--- src/rtl/ds_pkg.sv ---
// Shared types and helpers for the ds interconnect arbiter slice.
package ds_pkg;

  // Arbiter FSM encoding.
  typedef enum logic {
    IDLE  = 1'b0,
    GRANT = 1'b1
  } t_arb_state;

  // Ceiling log2 with a floor of 1 so select/count fields are never zero-width.
  function automatic int unsigned sclog2(input int unsigned n);
    if (n <= 1) begin
      return 1;
    end
    return $clog2(n);
  endfunction

endpackage : ds_pkg

--- src/rtl/ds_rr_pick.sv ---
// Combinational rotating-priority pick: first set req bit at ptr, ptr+1, ... wrapping.
module ds_rr_pick #(
  parameter int unsigned REQ_CNT   = 4,
  parameter int unsigned SEL_WIDTH = 2
) (
  input  logic [REQ_CNT-1:0]   req,
  input  logic [SEL_WIDTH-1:0] ptr,
  output logic                 vld,
  output logic [SEL_WIDTH-1:0] idx
);

  int unsigned j;

  // Scan every lane once starting at ptr; the first hit wins.
  always_comb begin
    vld = 1'b0;
    idx = '0;
    j   = 0;
    for (int unsigned i = 0; i < REQ_CNT; i++) begin
      j = (32'(ptr) + i) % REQ_CNT;
      if (!vld && req[j]) begin
        vld = 1'b1;
        idx = SEL_WIDTH'(j);
      end
    end
  end

endmodule : ds_rr_pick

--- src/rtl/ds_icon_arb.sv ---
// Round-robin burst arbiter granting one slave lane ownership of the shared middle lane.
module ds_icon_arb
  import ds_pkg::*;
#(
  parameter int unsigned REQ_CNT   = 4,
  parameter int unsigned BURST_MAX = 4
) (
  input  logic                              i_clk,
  input  logic                              i_rst,
  input  logic [REQ_CNT-1:0]                i_req,
  input  logic                              i_hs,
  output logic                              o_gnt_vld,
  output logic [REQ_CNT-1:0]                o_gnt,
  output logic [sclog2(REQ_CNT)-1:0]        o_sel
);

  localparam int unsigned SEL_WIDTH = sclog2(REQ_CNT);
  localparam int unsigned CNT_WIDTH = sclog2(BURST_MAX + 1);

  // Reject illegal parameterisations at elaboration.
  if (BURST_MAX < 1) begin : g_bad_burst
    $error("ds_icon_arb: BURST_MAX must be >= 1");
  end
  if (REQ_CNT < 2 || REQ_CNT > 64) begin : g_bad_req
    $error("ds_icon_arb: REQ_CNT must be in 2..64");
  end

  t_arb_state           state, state_d;
  logic [SEL_WIDTH-1:0] ptr, ptr_d;
  logic [CNT_WIDTH-1:0] cnt, cnt_d;
  logic                 gnt_vld_d;
  logic [REQ_CNT-1:0]   gnt_d;
  logic [SEL_WIDTH-1:0] sel_d;

  logic                 rel_c;
  logic [SEL_WIDTH-1:0] ptr_rel_c;
  logic [SEL_WIDTH-1:0] pick_ptr_c;
  logic                 pick_vld_c;
  logic [SEL_WIDTH-1:0] pick_idx_c;

  // Release condition and the rotated pointer it would install.
  always_comb begin
    rel_c      = 1'b0;
    ptr_rel_c  = (o_sel == SEL_WIDTH'(REQ_CNT - 1)) ? '0 : o_sel + SEL_WIDTH'(1);
    if (state == GRANT) begin
      rel_c = (i_hs && (cnt == CNT_WIDTH'(BURST_MAX - 1))) || (!i_req[o_sel] && !i_hs);
    end
    pick_ptr_c = rel_c ? ptr_rel_c : ptr;
  end

  ds_rr_pick #(
    .REQ_CNT   (REQ_CNT),
    .SEL_WIDTH (SEL_WIDTH)
  ) u_pick (
    .req (i_req),
    .ptr (pick_ptr_c),
    .vld (pick_vld_c),
    .idx (pick_idx_c)
  );

  // Next-state and next-output logic; a release re-arbitrates in the same cycle.
  always_comb begin
    state_d   = state;
    ptr_d     = ptr;
    cnt_d     = cnt;
    gnt_vld_d = o_gnt_vld;
    gnt_d     = o_gnt;
    sel_d     = o_sel;
    case (state)
      IDLE: begin
        if (pick_vld_c) begin
          state_d   = GRANT;
          cnt_d     = '0;
          gnt_vld_d = 1'b1;
          sel_d     = pick_idx_c;
          gnt_d     = REQ_CNT'(1) << pick_idx_c;
        end
      end
      GRANT: begin
        if (i_hs) begin
          cnt_d = cnt + CNT_WIDTH'(1);
        end
        if (rel_c) begin
          ptr_d = ptr_rel_c;
          cnt_d = '0;
          if (pick_vld_c) begin
            sel_d = pick_idx_c;
            gnt_d = REQ_CNT'(1) << pick_idx_c;
          end else begin
            state_d   = IDLE;
            gnt_vld_d = 1'b0;
            gnt_d     = '0;
            sel_d     = '0;
          end
        end
      end
      default: begin
        state_d   = IDLE;
        cnt_d     = '0;
        gnt_vld_d = 1'b0;
        gnt_d     = '0;
        sel_d     = '0;
      end
    endcase
  end

  // State and registered outputs with synchronous active-low reset.
  always_ff @(posedge i_clk) begin
    if (!i_rst) begin
      state     <= IDLE;
      ptr       <= '0;
      cnt       <= '0;
      o_gnt_vld <= 1'b0;
      o_gnt     <= '0;
      o_sel     <= '0;
    end else begin
      state     <= state_d;
      ptr       <= ptr_d;
      cnt       <= cnt_d;
      o_gnt_vld <= gnt_vld_d;
      o_gnt     <= gnt_d;
      o_sel     <= sel_d;
    end
  end

endmodule : ds_icon_arb

--- config.mk ---
export PLATFORM = sky130hd
export DESIGN_NAME = ds_icon_arb
export DESIGN_NICKNAME = d
export VERILOG_FILES = /design/src/rtl/ds_pkg.sv /design/src/rtl/ds_rr_pick.sv /design/src/rtl/ds_icon_arb.sv
export SDC_FILE = /design/constraint.sdc
export NUM_CORES = 1
export LEC_CHECK = 0
export BUFFER_PORTS_ARGS = -buffer_cell sky130_fd_sc_hd__buf_2
export CAP_MARGIN = 25
export CORE_UTILIZATION = 55
export CTS_BUF_LIST = sky130_fd_sc_hd__clkbuf_8
export DETAILED_ROUTE_END_ITERATION = 8
export GPL_ROUTABILITY_DRIVEN = 0
export GPL_TIMING_DRIVEN = 0
export PLACE_DENSITY = 0.79
export SLEW_MARGIN = 20
export SYNTH_ARGS = -nofsm -noshare
export SYNTH_HDL_FRONTEND = slang
export SYNTH_HIERARCHICAL = 1
export SYNTH_SLANG_ARGS = --single-unit
export TNS_END_PERCENT = 5
--- constraint.sdc ---
create_clock -name i_clk -period 6.5 [get_ports i_clk]
set_input_delay 0.975 -clock i_clk [delete_from_list [all_inputs] [get_ports i_clk]]
set_output_delay 0.975 -clock i_clk [all_outputs]
set_load 0.02 [all_outputs]
# Yosys cells after proc, flatten, opt, wreduce, memory -nomap -nowiden
# Cells that the tools add are included.
# Widths: inputs -> output; s select.
totals:
  regBits: 13
  inputBits: 7
  elab_cells: 78
op_classes:
  add_sub_neg: 5
  magnitude_cmp: 5
  n_eq_ne: 6
  shift: 1
  muxes: 40
  n_bitwise: 1
  n_reduce_logical: 14
op_table:
  columns: ["op", "count"]
  rows:
  - ["$mux 2", 9]
  - ["$lt 2x3->1 const B", 5]
  - ["$mux 1", 15]
  - ["$mux 4", 3]
  - ["$bmux 1 s2", 5]
  - ["$mux 3", 3]
  - ["$pmux 4 s2", 1]
  - ["$pmux 3 s2", 1]
  - ["$logic_and 1x1->1", 5]
  - ["$logic_not 1->1", 5]
  - ["$add 2x1->2 const B", 2]
  - ["$add 2x2->2 const B", 2]
  - ["$ne 2x2->1 const B", 2]
  - ["$pmux 1 s2", 2]
  - ["$pmux 2 s2", 1]
  - ["$reduce_and 2->1", 2]
  - ["$shl 1x2->4 const A", 1]
  - ["$add 3x1->3 const B", 1]
  - ["$eq 3x2->1 const B", 1]
  - ["$ne 3x2->1 const B", 1]
  - ["$reduce_and 3->1", 1]
  - ["$eq 2x2->1 const B", 1]
  - ["$ne 2x1->1 const B", 1]
  - ["$logic_or 1x1->1", 1]
  - ["$not 1->1", 1]

# Longest topological paths before layout
logic_depth:
  depth_word: 23
  depth_mapped: 11
  ltp_nobuf: 11

# Modules after synthesis
# The synthesis kept the hierarchy.
by_module_without_submodules:
  columns: ["module", "n_inst", "cells_per_inst", "area_each_um2"]
  rows:
  - ["ds_icon_arb", 1, 63, 646.9]
  - ["ds_rr_pick", 1, 15, 77.6]

# Worst setup path after synthesis
# No wires, ideal clock.
synth_path:
  kind: "input to register"
  from: "in i_req[3]"
  to: "reg o_gnt[3]"
  t_arrival_ps: 3125
  required_ps: 6441
  slack_ps: 3316
  cell_stages: 8
  cell_sequence: "mux4_2 > a211oi_4 > mux2_4 > a221o_1 > a21oi_1 > inv_1 > nor4_4 > a22o_1"
synth_via:
  elab_chain_cells: 23
synth_rtl:
  columns: ["element", "line", "rtl"]
  rows:
  - ["from (decl)", "ds_icon_arb.sv:10", "input logic [REQ_CNT-1:0] i_req,"]
  - ["$bmux 1 s2 (*)", "ds_icon_arb.sv:46", "rel_c = (i_hs && (cnt == CNT_WIDTH'(BURST_MAX - 1))) || (!i_req[o_sel] && !i_hs);"]
  - ["$mux 1 (not written as such) (*)", "ds_icon_arb.sv:46", null]
  - ["$logic_not 1->1 (*)", "ds_icon_arb.sv:46", null]
  - ["$logic_and 1x1->1 (*)", "ds_icon_arb.sv:46", null]
  - ["$logic_or 1x1->1 (*)", "ds_icon_arb.sv:46", null]
  - ["$mux 1 (*)", "ds_icon_arb.sv:45", "if (state == GRANT) begin"]
  - ["$mux 2 (*)", null, null]
  - ["net pick_ptr_c[1]", "ds_icon_arb.sv:37", "logic [SEL_WIDTH-1:0] pick_ptr_c;"]
  - ["parallel branches: the longest is 11 deep, another holds $add 2x1->2", null, null]
  - ["$mux 2 (*)", "ds_rr_pick.sv:21", "if (!vld && req[j]) begin"]
  - ["net pick_idx_c[0]", "ds_icon_arb.sv:39", "logic [SEL_WIDTH-1:0] pick_idx_c;"]
  - ["$shl 1x2->4 (*)", "ds_icon_arb.sv:76, ds_icon_arb.sv:88", null]
  - ["$mux 4", "ds_icon_arb.sv:86", "if (pick_vld_c) begin"]
  - ["$mux 4", "ds_icon_arb.sv:83", "if (rel_c) begin"]
  - ["$pmux 4 s2 (*)", "ds_icon_arb.sv:69", "case (state)"]
  - ["to (signal assigned)", "ds_icon_arb.sv:121", "o_gnt <= gnt_d;"]
  - ["to (decl)", "ds_icon_arb.sv:13", "output logic [REQ_CNT-1:0] o_gnt,"]
# Mark *: on every way through the listed nets, which the timed path passes. The select of a mux whose other input is x is not followed.
# A chain may end at the register's enable or synchronous reset.

# Worst setup path in the final report
layout_path:
  from: "in i_req[3]"
  to: "reg o_gnt[1]"
# The elaborated chain is that of the path after synthesis.

==> results_dict.tcl <==
set metrics [dict create \
    status "finished, final reports clean" \
    synth_edf_count 0 \
    worstPathMaxFanout 5 \
    cts_root_buf "clkbuf_8" \
    hold_viol 0 \
    area_delta_synth_final_pct 17.6 \
    cts_tree "yes" \
    coreArea_sq_um 1170 \
    synth-adder-area-share_pct 6.91 \
    clockBufferDepth 2 \
    cts.reportedPaths.clkPinSlew_ps 50 \
    worstRegToRegCells 8 \
    grtUsageTotal_pct 23.3 \
    htree_levels 1 \
    ir_worst_vdd_mv 0.153 \
    synth_simple_gate_area_share_pct 17.6 \
    hold_path_depth 2 \
    fin_crit_sh_pct 50.4 \
    async_flop_share_pct 0 \
    yosysWarnings 6 \
    crit_required_ps 6690 \
    nNetsFinal 107 \
    hold_end "o_gnt[0]" \
    cp_data_arrival_time_ps 3470 \
    drc 0 \
    ys.flop_type "dfxtp_1" \
    die_area_sq_um 1470 \
    synth_area_sq_um 724 \
    synth_xor_area_share_pct 0 \
    clock_latency_ps 250 \
    p_leak_nw 0.390 \
    fin_cells 109 \
    synth_compound_area_share_pct 25.6 \
    synth_cell_types 30 \
    dpl.cell_count 105 \
    start_kind "input pin" \
    mostFrequentLayoutCells "dfxtp_1 (13), buf_2 (13), inv_1 (12), a21oi_1 (6)" \
    hp-start "o_gnt[0]" \
    r2r_slack_ps 3590 \
    vias_per_cell 5.46 \
    gr-total-overflow 0 \
    power_per_cell_area_nw_per_um2 239 \
    first_pass_iters 4 \
    clkSinkCount 13 \
    postCtsSetupBuffers 0 \
    ys_ff_latch 13 \
    grt_max_degree 11 \
    grt_pass1_wl_um 2300 \
    reg2reg_to "o_gnt[1]" \
    clock_skew_ps 5.27 \
    tns_ps 0 \
    drive_above_1_share_pct 26.3 \
    critPathKind "in2reg" \
    initial_core_util_pct 61.9 \
    hp-class "reg2reg" \
    grt_setup_unrepaired "no" \
    report.final.slew_viol_count 0 \
    numCtsBuffers 3 \
    maxCapViolations 0 \
    syn_nets 89 \
    first_iter_violations 15 \
    die_y_um 38.3 \
    cts_hold_buf 0 \
    drtAntennaViolNets 0 \
    syn_inst 78 \
    yosysSeqAreaShare_pct 35.9 \
    grt_antenna_before_repair 0 \
    die_w_um 38.3 \
    synth_top_family_by_area "compound AO/OA/AOI/OAI gates" \
    critPathCaptureType "flop" \
    rows 12 \
    ios 14 \
    relSlewSlack_pct 68.6 \
    grt_pass1_vias 567 \
    antenna_cells 0 \
    final-setup-viol-count 0 \
    muxShareOfSynthArea_pct 7.25 \
    avgRoutedWirePerCell_um 12.8 \
    max_freq_mhz 305 \
    post_cts_resized 0 \
    worstReg2RegStart "o_sel[0]" \
    totalWireLength_um 1400 \
    worst_pin_slew_ps 471 \
    synth_area_per_cell_sq_um 9.29 \
    numPortBuffers 13 \
    routed-via-count 595 \
    min_period_ps 3280 \
    dpl.hpwl_um 1080 \
]
worst max-delay path by stage:
stage | startpoint | endpoint | cells after the start
3_5_place_dp | i_req[3] | o_gnt[1] | 9
2_1_floorplan | i_req[3] | o_gnt[3] | 8
4_1_cts | i_req[3] | o_gnt[1] | 9
5_1_grt | i_req[0] | o_gnt[1] | 9
3_3_place_gp | i_req[3] | o_gnt[3] | 9
6_report | i_req[3] | o_gnt[1] | 9
through the flow:
step | area, sq um | utilization [%] | power [W] | hold WS (ps) | worst slack, ps
finish | 852 | 72.8 | 0.000204 | 460 | 3220
global route | 852 | 72.8 | 0.000213 | 485 | 3090
CTS | 852 | 72.8 | 0.000206 | 462 | 3220
detailed placement | 807 | 68.9 | 0.000135 | 455 | 2980
global placement | 807 | 68.9 | 0.000134 | 443 | 3000
floorplan | 724 | - | 0.000123 | 428 | 3320
final cells by class:
cell class,count,area [sq um]
Multi-Input combinational cell,52,415
Fill cell,103,319
Sequential cell,13,260
Timing Repair Buffer,13,65.1
Inverter,12,45.0
Clock buffer,3,41.3
Tap cell,14,17.5
Clock inverter,1,3.75
Buffer,1,3.75
registers in the layout (all words and copies together), names as in the netlist:
name       flops
o_gnt          4
cnt            3
o_sel          2
ptr            2
o_gnt_vld      1
state          1
per-layer routing:
metal	vias to the layer above	wire length, um	GRT usage, %	share of wire (%)
met1	271	670	26.5	48
met5	-	0	0	0
met4	0	21	10.7	1.5
met3	2	59	7.56	4.2
li1	312	-	-	-
met2	10	645	39.0	46
cells in the mapped netlist, types with 2 or more instances:
master / number / area, sq um
nand2b_1: 2 / 12.5
ha_1: 4 / 50.1
dfxtp_1: 13 / 260
nor2_1: 3 / 11.3
a22o_1: 3 / 26.3
nand2_1: 4 / 15.0
mux2_4: 2 / 30.0
and2_1: 2 / 12.5
o21ai_0: 3 / 15.0
o22ai_1: 3 / 18.8
nor2b_1: 4 / 25.0
a21oi_1: 6 / 30.0
inv_1: 11 / 41.3
nand3_1: 2 / 10.0
power breakdown:
| group | internal, W | switching [W] |
|---|---|---|
| logic | 0.0000189 | 0.0000256 |
| registers | 0.0000852 | 0.00000392 |
| clock network | 0.0000417 | 0.0000285 |
critical path: stages:
cell and delay [ps]:
buf_2 120, mux4_2 530, a211oi_4 350, mux2_4 360, a221o_1 270, a21oi_1 210, inv_1 120, nor4_4 350
a22o_1 190
logic make-up after synthesis:
kind of cell / count (synthesis)
adder cells (fa/ha/maj): 4
AND/OR/NAND/NOR: 21
AO/OA/AOI/OAI: 24
buffers and inverters: 13
multiplexers: 3
flip-flops: 13
(Power assumes the default switching activity.)
